`config.mk`:
```
export PLATFORM = sky130hd
export DESIGN_NAME = rfsp_fifo_ctrl
export DESIGN_NICKNAME = d
export VERILOG_FILES = /design/src/rtl/rfsp_fifo_ctrl.sv
export SDC_FILE = /design/constraint.sdc
export NUM_CORES = 1
export LEC_CHECK = 0
export BUFFER_PORTS_ARGS = -buffer_cell sky130_fd_sc_hd__buf_2
export CAP_MARGIN = 0
export CORE_AREA = 3 3 263 265
export CTS_BUF_LIST = sky130_fd_sc_hd__clkbuf_8
export DETAILED_ROUTE_END_ITERATION = 12
export DIE_AREA = 0 0 266 268
export MAX_ROUTING_LAYER = met4
export PLACE_DENSITY = 0.52
export SKIP_LAST_GASP = 1
export SYNTH_ARGS = -nofsm -noshare
export SYNTH_HDL_FRONTEND = slang
export SYNTH_SLANG_ARGS = --single-unit
```
`constraint.sdc`:
```
create_clock -name CLK -period 6.3 [get_ports CLK]
set_input_delay 0.315 -clock CLK [delete_from_list [all_inputs] [get_ports CLK]]
set_output_delay 0.315 -clock CLK [all_outputs]
set_load 0.02 [all_outputs]
```
`src/rtl/rfsp_fifo_ctrl.sv`:
```
// Valid/ready FIFO on a single-port register-file macro: one SRAM access per cycle,
// alternating write/prefetch-read grant, 2-entry output buffer hiding read latency.
module rfsp_fifo_ctrl #(
  parameter int         WORDSWD  = 7,
  parameter int         BITS     = 128,
  parameter logic [2:0] EMA_VAL  = 3'b010,
  parameter logic [1:0] EMAW_VAL = 2'b00
) (
  input  logic               CLK,
  input  logic               RSTN,
  input  logic               in_vld,
  output logic               in_rdy,
  input  logic [BITS-1:0]    in_data,
  output logic               out_vld,
  input  logic               out_rdy,
  output logic [BITS-1:0]    out_data,
  output logic [WORDSWD+1:0] count,
  output logic               SRAM_CEN,
  output logic               SRAM_GWEN,
  output logic [BITS-1:0]    SRAM_WEN,
  output logic [WORDSWD-1:0] SRAM_A,
  output logic [BITS-1:0]    SRAM_D,
  input  logic [BITS-1:0]    SRAM_Q,
  output logic [2:0]         SRAM_EMA,
  output logic [1:0]         SRAM_EMAW,
  output logic               SRAM_RET1N
);

  localparam logic [WORDSWD:0] DEPTH = {1'b1, {WORDSWD{1'b0}}};

  logic [WORDSWD-1:0] r_wr_ptr;
  logic [WORDSWD-1:0] r_rd_ptr;
  logic [WORDSWD:0]   r_sram_cnt;
  logic               r_rd_inflight;
  logic [1:0]         r_buf_cnt;
  logic [BITS-1:0]    r_buf0;
  logic [BITS-1:0]    r_buf1;
  logic               r_last_rd;

  logic               w_full;
  logic               w_rd_want;
  logic               w_rd_sel;
  logic               w_wr_sel;
  logic               w_pop;
  logic [1:0]         w_buf_cnt_nxt;
  logic [BITS-1:0]    w_buf0_nxt;
  logic [BITS-1:0]    w_buf1_nxt;

  assign w_full    = (r_sram_cnt == DEPTH);
  assign w_rd_want = (r_sram_cnt != '0) &&
                     (({1'b0, r_buf_cnt} + {2'b00, r_rd_inflight}) < 3'd2);
  // Grant is held off during reset so the macro sees no access while RSTN is low.
  assign w_rd_sel  = RSTN && w_rd_want && !(r_last_rd && in_vld && !w_full);
  assign in_rdy    = RSTN && !w_full && !w_rd_sel;
  assign w_wr_sel  = in_vld && in_rdy;

  assign SRAM_CEN   = !(w_wr_sel || w_rd_sel);
  assign SRAM_GWEN  = !w_wr_sel;
  assign SRAM_WEN   = {BITS{!w_wr_sel}};
  assign SRAM_A     = w_wr_sel ? r_wr_ptr : r_rd_ptr;
  assign SRAM_D     = in_data;
  assign SRAM_EMA   = EMA_VAL;
  assign SRAM_EMAW  = EMAW_VAL;
  assign SRAM_RET1N = 1'b1;

  assign out_vld  = (r_buf_cnt != 2'd0);
  assign out_data = r_buf0;
  assign w_pop    = out_vld && out_rdy;
  assign count    = {1'b0, r_sram_cnt} + {{(WORDSWD+1){1'b0}}, r_rd_inflight}
                  + {{WORDSWD{1'b0}}, r_buf_cnt};

  // Pop shifts first, so a same-cycle capture lands in the slot just freed.
  always_comb begin
    w_buf0_nxt    = r_buf0;
    w_buf1_nxt    = r_buf1;
    w_buf_cnt_nxt = r_buf_cnt;
    if (w_pop) begin
      w_buf0_nxt    = r_buf1;
      w_buf_cnt_nxt = r_buf_cnt - 2'd1;
    end
    if (r_rd_inflight) begin
      if (w_buf_cnt_nxt == 2'd0) w_buf0_nxt = SRAM_Q;
      else                       w_buf1_nxt = SRAM_Q;
      w_buf_cnt_nxt = w_buf_cnt_nxt + 2'd1;
    end
  end

  always_ff @(posedge CLK or negedge RSTN) begin
    if (!RSTN) begin
      r_wr_ptr      <= '0;
      r_rd_ptr      <= '0;
      r_sram_cnt    <= '0;
      r_rd_inflight <= 1'b0;
      r_buf_cnt     <= 2'd0;
      r_buf0        <= '0;
      r_buf1        <= '0;
      r_last_rd     <= 1'b0;
    end else begin
      if (w_wr_sel) begin
        r_wr_ptr   <= r_wr_ptr + 1'b1;
        r_sram_cnt <= r_sram_cnt + 1'b1;
      end else if (w_rd_sel) begin
        r_rd_ptr   <= r_rd_ptr + 1'b1;
        r_sram_cnt <= r_sram_cnt - 1'b1;
      end
      if (w_wr_sel || w_rd_sel) r_last_rd <= w_rd_sel;
      r_rd_inflight <= w_rd_sel;
      r_buf_cnt     <= w_buf_cnt_nxt;
      r_buf0        <= w_buf0_nxt;
      r_buf1        <= w_buf1_nxt;
    end
  end

endmodule

```
==> results.cfg, run 1 <==
[floorplanning]
initial_core_util_pct = 21.1
num_rows = 95
die_x_um = 266
boundaryPins = 670
die_h_um = 268
dieArea_um2 = 71300
core_area_um2 = 67000

[global_route]
grt_use_total_pct = 10.4
grt_first_pass_wirelength_um = 57600
grt_max_degree = 129
gr-total-overflow = 0
antenna_found_initial = 1
grt_pass1_vias = 10093

[run]
cap_viol_max_count = 0

[setup_path]
crit_fanout = 108
crit_slowest_cell = or4_1
critical_path_class = register to output port
critical_path.startpoint_type = register
crit_path_cell_trace = or4_1 > or4b_4 > o2111a_1 > inv_2 > buf_4 > buf_2
crit_required_ns = 5.98
cpPeakStageDelay_ns = 0.61
end_kind = output port
path_delay_family = buffers and inverters
crit_buf_inv = 3
cp.arrival_ns = 4.05

[layout]
stdcell_count = 2441
final_nets = 1801
synthToLayoutAreaGrowth_pct = 23.8
layout-drive-gt1-share_pct = 41.2

[routing]
detail-route-antenna-nets = 0
highest_layer = met4
wl_met3_um = 3180
wl_per_cell_um = 15.5
via_count = 9706
wl_met1_um = 15300
totalWireLength_um = 37800
drt_iter0_markers = 298
wl_met2_um = 17600
drc = 0
dr.pass1.iters = 6
vias_per_cell = 3.98

[cts]
clock-sinks = 282
cts_root_buf = clkbuf_8
tritoncts.num_buffers = 50
cts_tree = built
clk_pin_slew_worst_paths_ns = 0.06
cts_setup_buffers = 0
insertion_delay_ns = 0.61
holdBufCountCts = 129
clock_path_buffers = 3
cts.htree.levels = 2
cts_resized = 0

[placement]
dp_hpwl_um = 26300
pre_cts_slack_ns = 2.13
dp_cells = 2219
io_buffers = 407
gp_congestion = 0.761

[sta]
holdWs_ns = 0.302
grt_setup_unrepaired = false
fin_worst_skew_ns = 0.0198
final-hold-violation-count = 0
setup_viol = 0
clock.fmax_mhz = 229
layout_setup_ws_ns = 1.94
max_slew.worst_pin.slew_ns = 0.978
fin_tns_setup_ns = 0
slew_violations = 0
period_share_pct = 69.2
maxSlewHeadroom_pct = 34.8
period_minus_slack_ns = 4.36

[synthesis]
postSynthAreaPerCell_um2 = 11.4
synthMuxAreaShare_pct = 20.5
ys_ff_latch = 282
synth_adder_area_share_pct = 1.40
synth-compound-area-share_pct = 5.51
synthXorXnorAreaFrac_pct = 1.67
synth_top_area_share_pct = 49.9
synth_area_leaders = dfrtp_1 50%, buf_4 14%, mux2_2 11%
syn_inst = 1245
ys_warn_count = 0
seq_area_frac_synth_pct = 49.9
yosys.area_share.simple_pct = 5.02
synth_area_um2 = 14100
synth_top_family_by_area = multiplexers
synth_cell_types = 36
synth_top_area_cell = dfrtp_1

[run_status]
outcome = finished clean

[power]
peakVddDrop_uv = 242
cellLeakagePower_nw = 7.87
p_per_area_nw_per_um2 = 505

[hold_path]
hp-class = input port to register
-- per-layer routing --
layer	global-route usage, %	vias up
li1	-	4512
met1	11.8	4657
met2	16.5	424
met3	3.68	113
met4	5.20	0
met5	-	-
-- registers in the layout, indices dropped and copies added (netlist names) --
name,flops
r_last_rd,1
r_sram_cnt,8
r_rd_ptr,7
out_data,128
r_wr_ptr,7
r_rd_inflight,1
r_buf_cnt,2
r_buf1,128
-- cell usage in the layout (no fill, tap or decap), types with 10 or more instances in the layout --
master           n
mux2i_1        129
nand2_1        141
clkinv_2        10
inv_1           28
xnor2_1         20
ha_1            11
dlygate4sd3_1  129
buf_4           11
clkbuf_8        61
dfrtp_1        282
buf_2          406
mux2_2         143
o21ai_0        131
-- power breakdown --
part	internal, mW	leakage, nW	switching [mW]
sequential	2.76	3.37	0.546
clock	0.922	0.593	0.795
combinational	1.62	3.91	2.21
-- cells in the mapped netlist --
cell,number
o2111a_1,1
nor2_1,4
nor2_8,1
fa_1,3
o21a_1,1
inv_1,12
xor2_1,7
dfrtp_1,282
nor4_2,1
xnor2_1,20
mux2i_1,129
and4_1,1
mux2_2,143
buf_6,1
o21bai_1,1
nor2b_1,1
o211a_1,1
nand2_1,141
or4_1,1
buf_8,1
nand4_1,8
o22ai_4,1
a21oi_1,6
a21o_1,3
and3_1,4
nand3_1,3
o211ai_1,1
o31ai_1,1
buf_4,262
conb_1,2
or4b_4,1
o21ai_0,131
and2_1,1
clkbuf_1,52
ha_1,11
buf_1,6
-- worst register-to-register path, delay by kind of cell, from the launching register on --
kind / cells / cell delay (ns)
compound gates: 4 / 1.41
simple gates: 2 / 1.03
flops: 1 / 0.45
fa+ha+maj: 1 / 0.39
buf+inv: 1 / 0.36
mux: 1 / 0.27
xor+xnor: 1 / 0.16
-- metrics by stage --
step	utilization (%)	area (um^2)	total power [mW]
3_3_place_gp	22.7	15200	7.03
5_1_grt	26.1	17500	9.51
6_report	26.1	17500	8.85
3_5_place_dp	22.7	15200	7.16
4_1_cts	26.1	17500	9.02
2_1_floorplan	-	14200	6.09
-- path summary, 6_finish.rpt --
kind                                from       endpoint  slack, ns  depth (start not counted)
setup / recovery           r_sram_cnt[0]    SRAM_WEN[5]       1.94                          6
hold / removal                    in_vld  r_rd_inflight       0.30                          4
setup reg to reg           r_sram_cnt[0]  r_sram_cnt[5]       2.13                         10
hold reg to reg              r_wr_ptr[6]    r_wr_ptr[6]       0.47                          1
max in group asynchronous           RSTN  out_data[109]       3.76                          4
min in group asynchronous           RSTN     r_buf1[81]       0.32                          2
-- cells by family after synthesis --
group	Yosys count
mux	272
simple gates	167
buf+inv	334
flops	282
other cells	2
fa+ha+maj	14
compound gates	147
xor+xnor	27
-- layout make-up --
type                            instances  area [um^2]
Antenna cell                            1         2.50
Clock buffer                           61          840
Clock inverter                         31          171
Fill cell                            7049        49500
Inverter                               12         45.0
Multi-Input combinational cell        633         4860
Sequential cell                       282         7060
Tap cell                              873         1090
Timing Repair Buffer                  548         3440
No activity file was read; power rests on OpenSTA's default activity.
==> run 2: changes to the inputs <==
--- a/config.mk
+++ b/config.mk
@@ -5,14 +5,15 @@
 export SDC_FILE = /design/constraint.sdc
 export NUM_CORES = 1
 export LEC_CHECK = 0
+export ABC_AREA = 1
 export BUFFER_PORTS_ARGS = -buffer_cell sky130_fd_sc_hd__buf_2
 export CAP_MARGIN = 0
-export CORE_AREA = 3 3 263 265
+export CORE_AREA = 3 3 256 258
 export CTS_BUF_LIST = sky130_fd_sc_hd__clkbuf_8
 export DETAILED_ROUTE_END_ITERATION = 12
-export DIE_AREA = 0 0 266 268
+export DIE_AREA = 0 0 259 261
 export MAX_ROUTING_LAYER = met4
-export PLACE_DENSITY = 0.52
+export PLACE_DENSITY = 0.56
 export SKIP_LAST_GASP = 1
 export SYNTH_ARGS = -nofsm -noshare
 export SYNTH_HDL_FRONTEND = slang
==> constraint.sdc (replaced) <==
create_clock -name CLK -period 3.8 [get_ports CLK]
set_input_delay 0.19 -clock CLK [delete_from_list [all_inputs] [get_ports CLK]]
set_output_delay 0.19 -clock CLK [all_outputs]
set_load 0.02 [all_outputs]
==> results.cfg, run 2 <==
[synthesis]
synth_area_um2 = 14200
synth_top_area_cell = dfrtp_1
synth_cell_types = 35
synth_top_area_share_pct = 49.7
async_reset_ff_share_pct = 100
synthFlopType = dfrtp_1
postSynthAreaPerCell_um2 = 9.03
seq_area_frac_synth_pct = 49.7
ys_ff_latch = 282
ys_warn_count = 0
synthTopCellsByCount = 282 x dfrtp_1, 263 x buf_4, 229 x nand2_1
synth_area_leaders = dfrtp_1 50%, buf_4 14%, nand2_1 6.0%
synth_edf_count = 0
syn_inst = 1574
synth_most_common_cell = dfrtp_1

[floorplanning]
num_rows = 92
die_h_um = 261
die_x_um = 259
core_area_um2 = 63200
dieArea_um2 = 67600
initial_core_util_pct = 22.5
boundaryPins = 670

[sta]
fin_tns_setup_ns = 0
maxSlewHeadroom_pct = 43.1
clock.fmax_mhz = 305
setup_viol = 0
slew_violations = 0
period_minus_slack_ns = 3.28
max_slew.worst_pin.slew_ns = 0.854
grt_setup_unrepaired = false
fin_worst_skew_ns = 0.0242
final-hold-violation-count = 0
period_share_pct = 86.4

[layout]
seqCellArea_um2 = 7060
fillers = 6638
multiInputGateArea_um2 = 4280
final_nets = 2112
synthToLayoutAreaGrowth_pct = 23.1
layout_commonest_cell = buf_2
final_cell_mix = 406 x buf_2, 282 x dfrtp_1, 227 x nand2_1, 147 x o21ai_0, 144 x inv_1
layout-drive-gt1-share_pct = 29.3
final_util_pct = 27.7
final_area_um2 = 17500

[cts]
clk_pin_slew_worst_paths_ns = 0.06
cts_tree = built
clock_path_buffers = 3
cts.htree.levels = 2
insertion_delay_ns = 0.62
tritoncts.num_buffers = 53
cts_resized = 0
cts_root_buf = clkbuf_8
clock-sinks = 282

[global_route]
grt_pass1_vias = 11451
gr-usage-met1_pct = 14.3
antenna_found_initial = 0
gr-usage-met2_pct = 19.2
grt_first_pass_wirelength_um = 64800
grt_busiest_layer = met2
grt_max_degree = 149
grt_use_total_pct = 12.4
met3_usage_pct = 4.31
gr-total-overflow = 0

[routing]
drc = 0
vias_per_cell = 4.13
totalWireLength_um = 42200
drt_iter0_markers = 614
dr.pass1.iters = 5
detail-route-antenna-nets = 0
wl_per_cell_um = 15.5
via_count = 11237

[setup_path]
worstSetupStartpoint = r_sram_cnt[4]
r2r_end = out_data[66]
crit_fanout = 128
ff2ff_setup_slack_ns = 0.99
cp.arrival_ns = 3.09
crit_required_ns = 3.61
worstSetupEndpoint = SRAM_A[3]
ff2ff_path_depth = 8
critical_path.startpoint_type = register
critical_path_class = register to output port
worstReg2RegStart = r_buf_cnt[0]
end_kind = output port

[hold_path]
hp-class = input port to async pin

[run_status]
outcome = finished clean

[placement]
gp_congestion = 0.767
io_buffers = 407
dp_hpwl_um = 28200
postPlaceCellArea_um2 = 15100

[power]
cellLeakagePower_nw = 8.63
p_per_area_nw_per_um2 = 846
peakVddDrop_uv = 484

[run]
cap_viol_max_count = 0
## run 2: cell count changes after synthesis, moves of 32 or more
| cell | before | now |
|---|---|---|
| a31oi_1 | 0 | 32 |
| inv_1 | 12 | 126 |
| mux2_2 | 143 | 31 |
| mux2i_1 | 129 | 0 |
| nand2_1 | 141 | 229 |
| nor2_1 | 4 | 142 |
| o21ai_1 | 0 | 56 |
| o22ai_1 | 0 | 97 |
## run 2: kinds of logic (layout without fill, tap and decap cells)
group                    after synthesis  after routing  synth area share, %
AND/OR/NAND/NOR                      399            399                 11.0
adder cells (fa/ha/maj)               14             14                 1.39
multiplexers                          31             31                 2.46
other                                  2              8               0.0528
buffers and inverters                477            772                 20.4
XOR/XNOR                              24             24                 1.48
flip-flops                           282            282                 49.7
AO/OA/AOI/OAI                        345            345                 13.5
## run 2: worst min path at each step
stage | from | endpoint | slack, ns
floorplan | RSTN | out_data[0] | -0.11
global placement | RSTN | out_data[105] | 0.11
detailed placement | RSTN | out_data[105] | 0.11
CTS | RSTN | out_data[53] | 0.02
global route | RSTN | out_data[105] | 0.06
finish | RSTN | out_data[105] | 0.08
## run 2: where the power goes
group	total (mW)	switching [mW]	internal [mW]
Sequential	5.40	0.885	4.51
Combinational	6.41	4.11	2.30
Clock	2.99	1.30	1.68
## run 2: critical path: stages (launching register included)
cell	delay [ns]
dfrtp_1	0.41
inv_1	0.16
nand2_1	0.07
nor2_1	0.13
nand2_2	0.08
nand2_2	0.08
nand2_4	0.11
nand3_4	0.27
buf_4	0.72
nand2_1	0.12
o21ai_1	0.12
buf_2	0.19
## run 2: timing repair
item                                   in CTS  in global routing
setup buffers                               0                  0
endpoints found under the hold margin     329                  0
hold buffers                              130                  0
## run 2: cell type report
cell class	count	share of cell area (%)
diodes	2	0.0286
clock buffers	66	5.19
clock inverters	24	0.916
inverters	130	2.83
multi-input cells	819	24.5
flip-flops and latches	282	40.3
well taps	846	6.05
repair buffers	552	20.1
## run 2: metal layers
layer	up-vias	share of wire [%]	routed length (um)
met1	5299	41	17200
met4	0	4.8	2050
li1	5394	-	-
met2	415	46	19500
met5	-	0	0
met3	129	8.2	3460
## run 2: through the flow
stage	setup WS [ns]	total power, mW	instances	hold WS [ns]
after floorplan	0.970	10.1	1578	-0.106
final	0.516	14.8	2721	0.0771
after detailed placement	0.960	11.8	2499	0.114
after global routing	0.134	16.0	2719	0.0551
after global placement	0.964	11.6	2499	0.106
after CTS	0.376	15.1	2719	0.0184
